File: config.mk
export PLATFORM = sky130hd
export DESIGN_NAME = flash_sched
export DESIGN_NICKNAME = d
export VERILOG_FILES = /design/src/rtl/flash_sched.sv
export SDC_FILE = /design/constraint.sdc
export NUM_CORES = 1
export LEC_CHECK = 0
export CORE_MARGIN = 2
export CORE_UTILIZATION = 50
export DETAILED_ROUTE_END_ITERATION = 16
export PLACE_DENSITY = 0.79
export SYNTH_ARGS = -nofsm -noshare
export SYNTH_HDL_FRONTEND = slang
export SYNTH_SLANG_ARGS = --single-unit
File: constraint.sdc
create_clock -name clk -period 3.92 [get_ports clk]
set_clock_uncertainty 0.15 [all_clocks]
set_input_delay 1.176 -clock clk [delete_from_list [all_inputs] [get_ports clk]]
set_output_delay 1.176 -clock clk [all_outputs]
set_load 0.01 [all_outputs]
File: src/rtl/flash_sched.sv
// flash_sched -- per-sample flash fetch scheduler and SPI bus owner arbiter.
//
// Each samp_ena starts a frame of NUM_CYC flash fetches (one per wavetable).
// Between frames the flash SPI bus can be handed to the MCU through the
// active-low mcu_req_l / mcu_ack_l handshake.
//
// Optional feature macro: FLASH_SCHED_WDOG_EN
//   defined   : per-fetch watchdog; a fetch without fetch_done for TIMEOUT
//               cycles after fetch_start aborts the frame and sets timeout.
//   undefined : WAIT waits indefinitely, timeout is tied to 0.
//
// Ports:
//   clk          system clock
//   reset_l      asynchronous active-low reset
//   samp_ena     one-cycle sample strobe
//   mcu_req_l    asynchronous MCU bus request (active low)
//   mcu_ack_l    MCU bus grant (active low)
//   fetch_start  one-cycle pulse starting one flash fetch
//   cyc_num      access cycle index within the frame, valid while busy
//   fetch_done   data-valid strobe from the flash engine
//   busy         frame in progress
//   frame_done   one-cycle pulse after the last fetch of a frame
//   clr_stat     synchronous clear of overrun, skip_cnt, timeout
//   overrun      sticky: samp_ena arrived while busy
//   skip_cnt     saturating count of samp_ena received while MCU granted
//   timeout      sticky watchdog flag
module flash_sched #(
    parameter int unsigned NUM_CYC     = 3,
    parameter int unsigned TIMEOUT     = 255,
    parameter int unsigned SYNC_STAGES = 2
) (
    input  logic       clk,
    input  logic       reset_l,
    input  logic       samp_ena,
    input  logic       mcu_req_l,
    output logic       mcu_ack_l,
    output logic       fetch_start,
    output logic [1:0] cyc_num,
    input  logic       fetch_done,
    output logic       busy,
    output logic       frame_done,
    input  logic       clr_stat,
    output logic       overrun,
    output logic [7:0] skip_cnt,
    output logic       timeout
);

    if (NUM_CYC < 1 || NUM_CYC > 4 || SYNC_STAGES < 2 || SYNC_STAGES > 3 ||
        TIMEOUT < 2 || TIMEOUT > 255) begin : g_bad_params
        $error("flash_sched: parameter out of legal range");
    end

    typedef enum logic [1:0] {
        S_IDLE,
        S_START,
        S_WAIT,
        S_MCU
    } state_t;

    localparam logic [1:0] LAST_CYC = 2'(NUM_CYC - 1);

    state_t                 state;
    state_t                 state_nxt;
    logic [1:0]             cyc_nxt;
    logic [SYNC_STAGES-1:0] req_sync;
    logic                   req_s;
    logic                   wdog_hit;
    logic                   frame_end;
    logic                   ovr_set;
    logic                   skip_inc;

    // Synchronizer resets to "not requesting" (line high).
    always_ff @(posedge clk or negedge reset_l) begin
        if (!reset_l) begin
            req_sync <= '1;
        end else begin
            req_sync <= {req_sync[SYNC_STAGES-2:0], mcu_req_l};
        end
    end

    assign req_s = ~req_sync[SYNC_STAGES-1];

`ifdef FLASH_SCHED_WDOG_EN
    logic [7:0] wdog_cnt;

    // wdog_cnt holds the number of WAIT cycles already spent before the
    // current one; expiring at TIMEOUT-2 puts the return to IDLE exactly
    // TIMEOUT cycles after the fetch_start cycle.
    always_ff @(posedge clk or negedge reset_l) begin
        if (!reset_l) begin
            wdog_cnt <= '0;
        end else if (state == S_START) begin
            wdog_cnt <= '0;
        end else if (state == S_WAIT) begin
            wdog_cnt <= wdog_cnt + 8'd1;
        end
    end

    assign wdog_hit = (state == S_WAIT) && !fetch_done &&
                      (wdog_cnt == 8'(TIMEOUT - 2));

    always_ff @(posedge clk or negedge reset_l) begin
        if (!reset_l) begin
            timeout <= 1'b0;
        end else if (wdog_hit) begin
            timeout <= 1'b1;
        end else if (clr_stat) begin
            timeout <= 1'b0;
        end
    end
`else
    assign wdog_hit = 1'b0;
    assign timeout  = 1'b0;
`endif

    assign frame_end = (state == S_WAIT) && fetch_done && (cyc_num == LAST_CYC);
    assign ovr_set   = samp_ena && ((state == S_START) || (state == S_WAIT));
    assign skip_inc  = samp_ena && (state == S_MCU);

    always_comb begin
        state_nxt = state;
        cyc_nxt   = cyc_num;
        case (state)
            S_IDLE: begin
                if (samp_ena) begin
                    state_nxt = S_START;
                    cyc_nxt   = '0;
                end else if (req_s) begin
                    state_nxt = S_MCU;
                end
            end
            S_START: begin
                state_nxt = S_WAIT;
            end
            S_WAIT: begin
                if (fetch_done) begin
                    if (cyc_num == LAST_CYC) begin
                        state_nxt = S_IDLE;
                        cyc_nxt   = '0;
                    end else begin
                        state_nxt = S_START;
                        cyc_nxt   = cyc_num + 2'd1;
                    end
                end else if (wdog_hit) begin
                    state_nxt = S_IDLE;
                    cyc_nxt   = '0;
                end
            end
            S_MCU: begin
                if (!req_s) begin
                    state_nxt = S_IDLE;
                end
            end
            default: begin
                state_nxt = S_IDLE;
            end
        endcase
    end

    // Outputs are registered from the next state so they align with it.
    always_ff @(posedge clk or negedge reset_l) begin
        if (!reset_l) begin
            state       <= S_IDLE;
            cyc_num     <= '0;
            fetch_start <= 1'b0;
            busy        <= 1'b0;
            frame_done  <= 1'b0;
            mcu_ack_l   <= 1'b1;
        end else begin
            state       <= state_nxt;
            cyc_num     <= cyc_nxt;
            fetch_start <= (state_nxt == S_START);
            busy        <= (state_nxt == S_START) || (state_nxt == S_WAIT);
            frame_done  <= frame_end;
            mcu_ack_l   <= (state_nxt != S_MCU);
        end
    end

    // Status flags: a setting event wins over clr_stat in the same cycle.
    always_ff @(posedge clk or negedge reset_l) begin
        if (!reset_l) begin
            overrun  <= 1'b0;
            skip_cnt <= '0;
        end else begin
            if (ovr_set) begin
                overrun <= 1'b1;
            end else if (clr_stat) begin
                overrun <= 1'b0;
            end

            if (skip_inc) begin
                if (clr_stat) begin
                    skip_cnt <= 8'd1;
                end else if (skip_cnt != 8'hFF) begin
                    skip_cnt <= skip_cnt + 8'd1;
                end
            end else if (clr_stat) begin
                skip_cnt <= '0;
            end
        end
    end

endmodule

=== Word level (Yosys, flattened, before mapping) ===
Cells that the tools add are included.

* Register bits after elaboration: 19
* Bits of input ports: 6
* Output and inout bits: 16
* Word-level logic and storage cells: 50

* Add/subtract/negate cells: 2
* Equal/unequal tests: 10
* Multiplexer cells: 16
* Reductions and logical operators: 13

{| class="wikitable"
|+ Operators with widths
! kind !! count
|-
| $mux 8 || 4
|-
| $mux 2 || 7
|-
| $add 8x1->8 const B || 1
|-
| $eq 2x2->1 const B || 4
|-
| $ne 8x8->1 const B || 1
|-
| $pmux 2 s4 || 1
|-
| $reduce_bool 2->1 || 4
|-
| $ne 2x2->1 const B || 3
|-
| $eq 2x1->1 const B || 2
|-
| $logic_and 1x1->1 || 4
|-
| $pmux 2 s2 || 1
|-
| $mux 1 || 3
|-
| $reduce_and 3->1 || 1
|-
| $add 2x1->2 const B || 1
|-
| $logic_not 2->1 || 1
|-
| $logic_or 1x1->1 || 2
|-
| $reduce_and 2->1 || 1
|}

=== Longest topological paths before layout ===
* Word-level depth: 6
* Mapped depth: 8
* Gate-level depth less buffers: 8

=== Worst setup path after synthesis ===
Ideal clock, no wire load.

* Path type: input to register
* From: in fetch_done
* To: reg busy
* Library setup time: 126 ps
* Data arrival time: 1900 ps
* Data required time: 3644 ps
* Path slack: 1744 ps
* Stages: 4
* Buffers on the path: 0
* Cells stage by stage: a31oi_1 > nand2_1 > a21o_1 > ha_1

* Longest elaborated chain between the ends: 4
* Elaborated cells between the ends (all ways): 5
* Classes of those cells: 2 x eq/ne; 2 x mux; 1 x reduce/logical

{| class="wikitable"
|+ Ends and longest elaborated chain
! element !! line !! RTL
|-
| start: declaration || 39 || <nowiki>input logic fetch_done,</nowiki>
|-
| $mux 2 (*) || 136 || <nowiki>if (fetch_done) begin</nowiki>
|-
| $pmux 2 s4 (*) || 123 || <nowiki>case (state)</nowiki>
|-
| $eq 2x1->1 or $eq 2x2->1 (tied branches) || 173 || <nowiki>busy <= (state_nxt == S_START) || (state_nxt == S_WAIT);</nowiki>
|-
| $logic_or 1x1->1 (*) || 173 ||
|-
| end signal: assignment || 173 ||
|-
| end: declaration || 40 || <nowiki>output logic busy,</nowiki>
|}

Mark *: on every way between the ends. The rest lies on a longest branch, timed or not.
A chain may end at the register's enable or synchronous reset.

=== Final worst setup path ===
* From: reg skip_cnt[7]
* To: out skip_cnt[7]

{| class="wikitable"
|+ RTL lines
! element !! line !! RTL
|-
| start: declaration || 44 || <nowiki>output logic [7:0] skip_cnt,</nowiki>
|-
| start signal: assignment || 195 || <nowiki>skip_cnt <= skip_cnt + 8'd1;</nowiki>
|}

No word-level cell between the ends.

==> impl_metrics.py <==
metrics = {
    "outcome": {
        "status": "complete, no violations",
    },
    "detailed_routing": {
        "ant_nets": 0,
        "drtPass1Iterations": 4,
        "drt_wl_total_um": 1880,
        "drc": 0,
        "vias": 827,
        "drtIter0Drc": 15,
        "wl_per_cell_um": 12.5,
        "vias_per_cell": 5.48,
    },
    "hold_path": {
        "hold_path_depth": 0,
        "hold_end": "req_sync[1]",
        "min-delay-start": "req_sync[0]",
        "worstHoldPathType": "flop to flop",
    },
    "synth": {
        "synth_edf_count": 0,
        "syn_avg_cell_area_um2": 9.96,
        "synth_most_common_cell": "dfrtp_1",
        "yosys_warnings": 0,
        "netlist_instances": 102,
        "syn_nets": 114,
        "seq_area_frac_synth_pct": 47.2,
        "yosys.cell_types.count": 36,
        "synth_top_cell_area_share_pct": 39.4,
        "yosys.area.top_type": "dfrtp_1",
        "syn-cell-area_um2": 1020,
        "yosys-top-cells-area": "dfrtp_1, dfstp_2, ha_1",
        "synth-seq-cells": 19,
        "synth_common_cells": "dfrtp_1, nor2_1, inv_1",
        "synth-main-ff-cell": "dfrtp_1",
        "async_reset_ff_share_pct": 100,
    },
    "grt": {
        "grt_pass1_wl_um": 3480,
        "antenna_found_initial": 0,
        "grtUsageTotal_pct": 18.4,
        "first_global_vias": 782,
        "grt_max_degree": 20,
        "gr-total-overflow": 0,
    },
    "sta": {
        "hold_violations": 0,
        "timing.fmax_ghz": 0.371,
        "finalSetupViolCount": 0,
        "maxSlewHeadroom_pct": 45.3,
        "tightest_slew_ps": 819,
        "rsz0062_at_grt": "false",
        "tns_ps": 0,
        "final_max_slew_viol_count": 0,
        "fin_crit_sh_pct": 68.8,
        "min_period_ps": 2700,
    },
    "clock_network": {
        "ctsHoldBuffers": 0,
        "clock-root-buffer": "clkbuf_4",
        "htree_levels": 1,
        "cts_buffer_depth": 2,
        "insertion_delay_ps": 300,
        "cts_made_buffers": 3,
        "cts_resized": 0,
        "clock-sinks": 19,
        "cts_setup_buffers": 0,
        "clk_pin_slew_ps": 110,
        "cts_tree": "built",
    },
    "floorplan": {
        "dieHeight_um": 49.1,
        "die_x_um": 49.1,
        "core_um2": 1940,
        "rows": 16,
        "die-area_um2": 2410,
        "start_util_pct": 52.3,
        "io_pins": 22,
    },
    "layout": {
        "drive_gt1_share_pct": 7.26,
        "fill_cells": 174,
        "nNetsFinal": 137,
        "area_growth_pct": 24.5,
        "diodes": 0,
        "final_cells": 151,
        "ff_latch_area_um2": 479,
        "multiInputGateArea_um2": 495,
        "final_area_um2": 1260,
    },
    "pwr": {
        "irDropWorstVdd_mv": 0.400,
        "leakagePower_nw": 0.559,
        "power_density_nw_per_um2": 561,
    },
    "critical_path": {
        "cp_cell_sequence": "clkdlybuf4s50_1",
        "crit_fanout": 7,
        "critPathTopFamily": "buffers and inverters",
        "reg2reg_slack_ps": 1940,
        "crit_path_end_kind": "output pin",
        "setup.worst_path.class": "flop to output pin",
        "cp.required_ps": 2590,
        "slowest_delay_ps": 580,
        "rr_endpoint": "busy",
        "start_kind": "flop",
        "cp_slowest_cell": "clkdlybuf4s50_1",
        "cp_num_buf_inv": 1,
        "reg2reg_depth": 7,
        "arrival_ps": 1370,
        "r2r-start": "state[0]",
    },
    "placement": {
        "place_hpwl_um": 1390,
        "port-buffer-count": 20,
        "gp_congestion": 0.870,
        "post-place-cells": 147,
        "placed_cell_area_um2": 1240,
    },
    "run": {
        "drv_cap": 0,
    },
}
[cell type report]
type	instances	area share, %
multi-input combinational	73	39.2
inverter	8	2.37
clock buffer	4	2.08
tap	27	2.67
timing repair buffer	20	15.8
sequential	19	37.9
[power breakdown]
part,switching [mW],internal [mW]
clock,0.0585,0.0396
sequential,0.0459,0.248
combinational,0.151,0.167
[metrics by stage]
stage | hold slack, ps | setup WS (ps) | total power, mW | utilization, %
after floorplan | 195 | 1740 | 0.497 | -
after global routing | 221 | 1160 | 0.781 | 65.1
final | 211 | 1220 | 0.710 | 65.1
after CTS | 212 | 1210 | 0.721 | 65.1
after detailed placement | 197 | 1050 | 0.621 | 63.8
after global placement | 196 | 1100 | 0.607 | 63.8
[registers in the layout (all words and copies together) (netlist names)]
signal and cells:
state 2, req_sync 2, mcu_ack_l 1, frame_done 1, cyc_num 2, fetch_start 1, overrun 1, busy 1
skip_cnt 8
[cells by family after synthesis]
| logic type | count (synthesis) | synth area share [%] |
|---|---|---|
| simple gates | 38 | 19.5 |
| compound gates | 23 | 16.7 |
| flops | 19 | 47.2 |
| buf+inv | 10 | 4.06 |
| fa+ha+maj | 6 | 7.39 |
| mux | 3 | 3.08 |
| xor+xnor | 2 | 1.72 |
| other cells | 1 | 0.369 |
[worst max-delay path by stage]
stage,start,end,slack (ps),depth (start not counted)
after floorplan,fetch_done,busy,1740,4
after global placement,samp_ena,busy,1100,5
after detailed placement,samp_ena,busy,1050,5
after CTS,skip_cnt[7],skip_cnt[7],1210,1
after global routing,skip_cnt[7],skip_cnt[7],1160,1
final,skip_cnt[7],skip_cnt[7],1220,1
[per-layer routing]
layer  part of all wire (%)  up-vias  track usage (%)
li1                       -      404                -
met3                    4.7        4             3.37
met5                      0        -                0
met1                     47      396             24.9
met2                     47       23             30.0
met4                    1.0        0             5.71
[cell usage in the layout (no fill, tap or decap), drive strengths merged]
master	n
and3	1
nand2	7
o21a	1
xnor2	2
inv	8
o31a	3
a21o	2
nor2	10
clkdlybuf4s50	20
nand4b	1
mux2	1
or3	1
dfstp	3
and2b	1
conb	1
a221o	2
o311ai	1
o31ai	1
o22ai	1
mux2i	2
nor2b	2
nand2b	4
and2	1
nand4	2
clkbuf	4
nand3	4
a211oi	2
nand3b	1
o21ai	2
nor3	3
a2111oi	1
ha	6
a31oi	3
a21oi	4
dfrtp	16
No activity file was read; power rests on OpenSTA's default activity.
